[src/rtl/logic_gate_unit.sv]
// Bitwise AND/OR/NOT gate block with zero-latency outputs and a
// registered copy that captures on en and clears asynchronously.
module logic_gate_unit #(
    parameter int WIDTH = 1
) (
    input  logic             clk,
    input  logic             rst,
    input  logic [WIDTH-1:0] A,
    input  logic [WIDTH-1:0] B,
    input  logic             en,
    output logic [WIDTH-1:0] Y_and,
    output logic [WIDTH-1:0] Y_or,
    output logic [WIDTH-1:0] Y_not,
    output logic [WIDTH-1:0] Q_and,
    output logic [WIDTH-1:0] Q_or,
    output logic [WIDTH-1:0] Q_not,
    output logic             q_valid
);

    logic [WIDTH-1:0] and_d, and_q;
    logic [WIDTH-1:0] or_d, or_q;
    logic [WIDTH-1:0] not_d, not_q;
    logic             valid_d, valid_q;

    assign Y_and = A & B;
    assign Y_or  = A | B;
    assign Y_not = ~A;

    // Results hold while en is low; valid only marks a fresh capture.
    always_comb begin
        and_d   = and_q;
        or_d    = or_q;
        not_d   = not_q;
        valid_d = 1'b0;
        if (en) begin
            and_d   = Y_and;
            or_d    = Y_or;
            not_d   = Y_not;
            valid_d = 1'b1;
        end
    end

    always_ff @(posedge clk or posedge rst) begin
        if (rst) begin
            and_q   <= '0;
            or_q    <= '0;
            not_q   <= '0;
            valid_q <= 1'b0;
        end else begin
            and_q   <= and_d;
            or_q    <= or_d;
            not_q   <= not_d;
            valid_q <= valid_d;
        end
    end

    assign Q_and   = and_q;
    assign Q_or    = or_q;
    assign Q_not   = not_q;
    assign q_valid = valid_q;

endmodule

[config.mk]
export PLATFORM = sky130hd
export DESIGN_NAME = logic_gate_unit
export DESIGN_NICKNAME = d
export VERILOG_FILES = /design/src/rtl/logic_gate_unit.sv
export SDC_FILE = /design/constraint.sdc
export NUM_CORES = 1
export LEC_CHECK = 0
export BUFFER_PORTS_ARGS = -buffer_cell sky130_fd_sc_hd__buf_2
export CORE_AREA = 3 3 40 42
export DETAILED_ROUTE_END_ITERATION = 7
export DIE_AREA = 0 0 43 45
export PLACE_DENSITY = 0.43
export SYNTH_ARGS = -nofsm -noshare
export SYNTH_HDL_FRONTEND = slang
export SYNTH_SLANG_ARGS = --single-unit
[constraint.sdc]
create_clock -name clk -period 0.8 [get_ports clk]
set_input_delay 0.04 -clock clk [delete_from_list [all_inputs] [get_ports clk]]
set_output_delay 0.04 -clock clk [all_outputs]
set_load 0.02 [all_outputs]
==> results.sh, run 1 <==
export IMPL_synth_cell_types=8
export IMPL_drt_pass1_iterations=2
export IMPL_dpl_hpwl_um=313
export IMPL_areaGrowthSynthToFinish_pct=88.0
export IMPL_wirelength_um=390
export IMPL_endpoint_kind="output pin"
export IMPL_avgSynthCellArea_um2=13.0
export IMPL_final_antenna_net_count=0
export IMPL_viasPerCell=3.28
export IMPL_crit_path_end="Q_and"
export IMPL_num_vias=141
export IMPL_synth_adder_area_share_pct=0
export IMPL_fin_crit_sh_pct=101
export IMPL_cp_cell_sequence="buf_6"
export IMPL_port_buffers=11
export IMPL_synth_nets=17
export IMPL_finalNetCount=35
export IMPL_wl_per_cell_um=9.07
export IMPL_track_usage_pct=5.61
export IMPL_initial_utilization_pct=12.2
export IMPL_hold_class="input pin to register"
export IMPL_worst_path_buf_inv=1
export IMPL_synth_compound_area_share_pct=3.20
export IMPL_finalSetupViolCount=2
export IMPL_synth_cells=12
export IMPL_regArea_um2=103
export IMPL_cp_slowest_cell="dfrtp_2"
export IMPL_n_antenna_cell=0
export IMPL_grt_pass1_vias=168
export IMPL_rsz0062_at_grt="true"
export IMPL_synth_xor_area_share_pct=0
export IMPL_multiInputGateArea_um2=48.8
export IMPL_clkTransAtPathRegs_ns=0.04
export IMPL_cts_buffer_depth=2
export IMPL_drive_above_1_share_pct=67.9
export IMPL_muxShareOfSynthArea_pct=16.8
export IMPL_synthSimpleGateAreaFrac_pct=11.2
export IMPL_hold_violations=0
export IMPL_maxCapViolations=0
export IMPL_gp_congestion=0.734
export IMPL_antenna_found_initial=0
export IMPL_core_area_mm2=0.00128
export IMPL_slew_headroom_pct=89.9
export IMPL_reg2reg_depth=1
export IMPL_tns_ns=-0.00483
export IMPL_cp_required_ns=0.76
export IMPL_hold_ws_ns=0.0186
export IMPL_grt_pass1_wl_um=724
export IMPL_fin_area_um2=294
export IMPL_num_rows=13
export IMPL_final_cell_mix="buf_2, clkbuf_4, buf_6"
export IMPL_grt_max_degree=6
export IMPL_h_tree_depth=1
export IMPL_synth_seq_area_share_pct=64.0
export IMPL_r2r_end="Q_or"
export IMPL_outcome="complete, but fails checks"
export IMPL_cp_slowest_stage_delay_ns=0.40
export IMPL_clock_latency_ns=0.23
export IMPL_cts_inserted_buffers=3
export IMPL_worst_pin_slew_ns=0.151
export IMPL_post_route_min_period_ns=0.804
export IMPL_crit_path_max_fanout=2
export IMPL_finalMaxSlewViolations=0
export IMPL_crit_cells=1
export IMPL_die_h_um=45
export IMPL_root_buffer="clkbuf_4"
export IMPL_fillers=144
export IMPL_ff2ff_setup_slack_ns=0.02
export IMPL_cp_startpoint="Q_and"
export IMPL_route_detailed_drc=0
export IMPL_peakVddDrop_mv=0.513
export IMPL_ys_warn_count=0
export IMPL_max_freq_mhz=1240
export IMPL_dieArea_mm2=0.00194
export IMPL_post_cts_setup_buffer_count=0
export IMPL_synth_top_family_by_area="multiplexers"
export IMPL_startpoint_type="register"
export IMPL_placed_area_um2=233
export IMPL_clock_sinks=4
export IMPL_tritoncts="done"
export IMPL_drtIter0Drc=1
export IMPL_grt_overflow_total=0
export IMPL_io_pins=12
export IMPL_p_leak_uw=0.000148
export IMPL_netlist_area_um2=156
export IMPL_regToRegStartpoint="Q_or"
export IMPL_cp_arrival_ns=0.76
export IMPL_cp_top_family="flip-flops"
export IMPL_final_common_cell="buf_2"
export IMPL_clock_skew_final_ns=0
export IMPL_fin_ws_ns=-0.00442
export IMPL_pre_cts_ws_ns=0.0288
export IMPL_power_density_mw_per_mm2=2040
export IMPL_violations="setup timing"
export IMPL_ys_seq_elements=4
export IMPL_criticalPathCategory="register to output pin"
export IMPL_die_w_um=43
==> layer usage <==
layer / part of all wire (%) / vias up / track usage, %
li1: - / 71 / -
met1: 56 / 58 / 7.09
met2: 27 / 12 / 5.09
met3: 17 / 0 / 4.78
met4: 0 / 0 / 5.42
met5: 0 / - / 0
==> registers in the layout, summed over array words and instances, names as in the netlist <==
signal	flops
Q_or	1
q_valid	1
Q_not	1
Q_and	1
==> stage by stage <==
| step | std cells | total power (uW) | utilization, % |
|---|---|---|---|
| finish | 43 | 599 | 22.9 |
| global route | 43 | 634 | 22.9 |
| CTS | 43 | 607 | 22.4 |
| detailed placement | 38 | 330 | 18.1 |
| global placement | 38 | 328 | 18.1 |
| floorplan | 12 | 288 | - |
==> cell usage after synthesis <==
| master | n | area [um2] |
|---|---|---|
| dfrtp_1 | 4 | 100 |
| inv_1 | 2 | 7.51 |
| a21oi_1 | 1 | 5.00 |
| and2_2 | 1 | 7.51 |
| mux2_2 | 1 | 11.3 |
| mux2_4 | 1 | 15.0 |
| nor2_1 | 1 | 3.75 |
| or2_1 | 1 | 6.26 |
==> cell type report <==
type	instances	area share [%]
multi-input cells	6	16.6
flip-flops and latches	4	34.9
well taps	15	6.38
inverters	2	2.55
repair buffers	13	31.9
clock buffers	3	7.66
==> kinds of logic after synthesis <==
| group | after synthesis |
|---|---|
| flops | 4 |
| compound gates | 1 |
| mux | 2 |
| simple gates | 3 |
| buf+inv | 2 |
==> repair_timing <==
item | 4_1_cts | 5_1_grt
hold buffers | 2 | 0
endpoints found under the setup margin | 2 | 5
gates resized for setup | 4 | 2
endpoints found under the hold margin | 5 | 0
gates cloned | 0 | 0
==> worst min-delay path by stage <==
stage                     depth (start not counted)  from       to
after global routing                              2     A    Q_not
after floorplan                                   1   rst    Q_not
final                                             2     A    Q_not
after detailed placement                          2   rst    Q_not
after global placement                            2   rst  q_valid
after CTS                                         2     A    Q_not
==> power breakdown <==
part	internal [uW]	switching, uW	total, uW
Clock	168	77.9	245
Sequential	221	10.2	232
Combinational	61.9	59.8	122
Total	451	148	599
Power figures use the tool's default switching activity.
==> run 2, diff against run 1 <==
==> constraint.sdc (replaced) <==
create_clock -name clk -period 0.8 [get_ports clk]
set_input_delay 0.12 -clock clk [delete_from_list [all_inputs] [get_ports clk]]
set_output_delay 0.12 -clock clk [all_outputs]
set_load 0.02 [all_outputs]
==> results.sh, run 2 (synthesized netlist as in run 1, its figures left out) <==
export IMPL_outcome="complete, but fails checks"
export IMPL_violations="setup timing"
export IMPL_r2r_end="Q_or"
export IMPL_die_w_um=43
export IMPL_power_density_mw_per_mm2=1980
export IMPL_startpoint_type="register"
export IMPL_final_cell_mix="buf_2, buf_6, clkbuf_4"
export IMPL_finalNetCount=36
export IMPL_final_antenna_net_count=0
export IMPL_rsz0062_at_grt="true"
export IMPL_worst_pin_slew_ns=0.155
export IMPL_clock_sinks=4
export IMPL_viasPerCell=3.39
export IMPL_regToRegStartpoint="Q_or"
export IMPL_initial_utilization_pct=12.2
export IMPL_hold_ws_ns=0.0901
export IMPL_wl_per_cell_um=10.3
export IMPL_hold_violations=0
export IMPL_endpoint_kind="output pin"
export IMPL_die_h_um=45
export IMPL_port_buffers=11
export IMPL_finalSetupViolCount=4
export IMPL_core_area_mm2=0.00128
export IMPL_grt_max_degree=6
export IMPL_fin_ws_ns=-0.0849
export IMPL_wirelength_um=451
export IMPL_max_freq_mhz=1130
export IMPL_gp_congestion=0.657
export IMPL_hold_class="input pin to register"
export IMPL_cp_slowest_stage_delay_ns=0.40
export IMPL_pre_cts_ws_ns=-0.0527
export IMPL_drt_pass1_iterations=2
export IMPL_drtIter0Drc=2
export IMPL_h_tree_depth=1
export IMPL_clock_skew_final_ns=0
export IMPL_place_inst=39
export IMPL_p_leak_uw=0.000157
export IMPL_finalPower_uw=614
export IMPL_grt_pass1_wl_um=627
export IMPL_crit_path_end="Q_or"
export IMPL_cp_startpoint="Q_or"
export IMPL_cp_cell_sequence="buf_6"
export IMPL_post_route_min_period_ns=0.885
export IMPL_crit_path_max_fanout=2
export IMPL_finalMaxSlewViolations=0
export IMPL_final_cells=44
export IMPL_clock_latency_ns=0.23
export IMPL_clkTransAtPathRegs_ns=0.03
export IMPL_fin_crit_sh_pct=111
export IMPL_crit_cells=1
export IMPL_num_vias=149
export IMPL_cp_arrival_ns=0.76
export IMPL_cp_top_family="flip-flops"
export IMPL_maxCapViolations=0
export IMPL_cp_required_ns=0.68
export IMPL_grt_overflow_total=0
export IMPL_track_usage_pct=5.43
export IMPL_criticalPathCategory="register to output pin"
export IMPL_dieArea_mm2=0.00194
export IMPL_final_common_cell="buf_2"
export IMPL_reg2reg_depth=1
export IMPL_worst_path_buf_inv=1
export IMPL_cp_slowest_cell="dfrtp_2"
export IMPL_root_buffer="clkbuf_4"
export IMPL_tritoncts="done"
export IMPL_num_rows=13
export IMPL_n_antenna_cell=0
export IMPL_slew_headroom_pct=89.6
export IMPL_route_detailed_drc=0
export IMPL_drive_above_1_share_pct=79.3
export IMPL_areaGrowthSynthToFinish_pct=98.4
export IMPL_cts_buffer_depth=2
export IMPL_antenna_found_initial=0
export IMPL_grt_pass1_vias=154
export IMPL_cts_inserted_buffers=3
export IMPL_ff2ff_setup_slack_ns=0
export IMPL_peakVddDrop_mv=0.406
export IMPL_io_pins=12
run 2: through the flow:
stage | area (um2) | utilization (%) | setup TNS [ns]
after floorplan | 161 | - | -0.0354
final | 310 | 24.1 | -0.273
after detailed placement | 243 | 18.9 | -0.0527
after global placement | 243 | 18.9 | -0.0366
after CTS | 300 | 23.4 | -0.328
after global routing | 310 | 24.1 | -0.412
run 2: worst min path at each step:
stage | slack, ns | depth (start not counted) | start | end
after floorplan | -0.11 | 1 | rst | Q_not
after global placement | 0.008 | 2 | rst | q_valid
after detailed placement | 0.01 | 2 | rst | q_valid
after CTS | 0.07 | 1 | en | q_valid
after global routing | 0.07 | 1 | en | q_valid
final | 0.09 | 1 | en | q_valid
run 2: where the power goes:
group	total (uW)	internal, uW	switching (uW)
logic	137	72.8	64.2
clock network	244	167	76.7
registers	233	221	11.1
total	614	462	152
run 2: layout make-up:
class	instances	area, um2
clock buffers	3	22.5
fillers	146	975
inverters	2	7.51
multi-input cells	6	53.8
flip-flops and latches	4	103
well taps	15	18.8
repair buffers	14	105
run 2: routing by layer:
| layer | routed length [um] | vias to the layer above | GRT usage (%) | part of all wire, % |
|---|---|---|---|---|
| li1 | - | 71 | - | - |
| met1 | 157 | 72 | 3.64 | 35 |
| met2 | 250 | 6 | 7.49 | 55 |
| met3 | 43 | 0 | 6.37 | 9.5 |
| met4 | 0 | 0 | 5.42 | 0 |
| met5 | 0 | - | 0 | 0 |
run 2: repair_timing:
item                                    4_1_cts  5_1_grt
gates cloned                                  0        0
gates resized for setup                       8        1
endpoints found under the hold margin         4        0
setup buffers                                 0        1
hold buffers                                  1        0
endpoints found under the setup margin        4        5
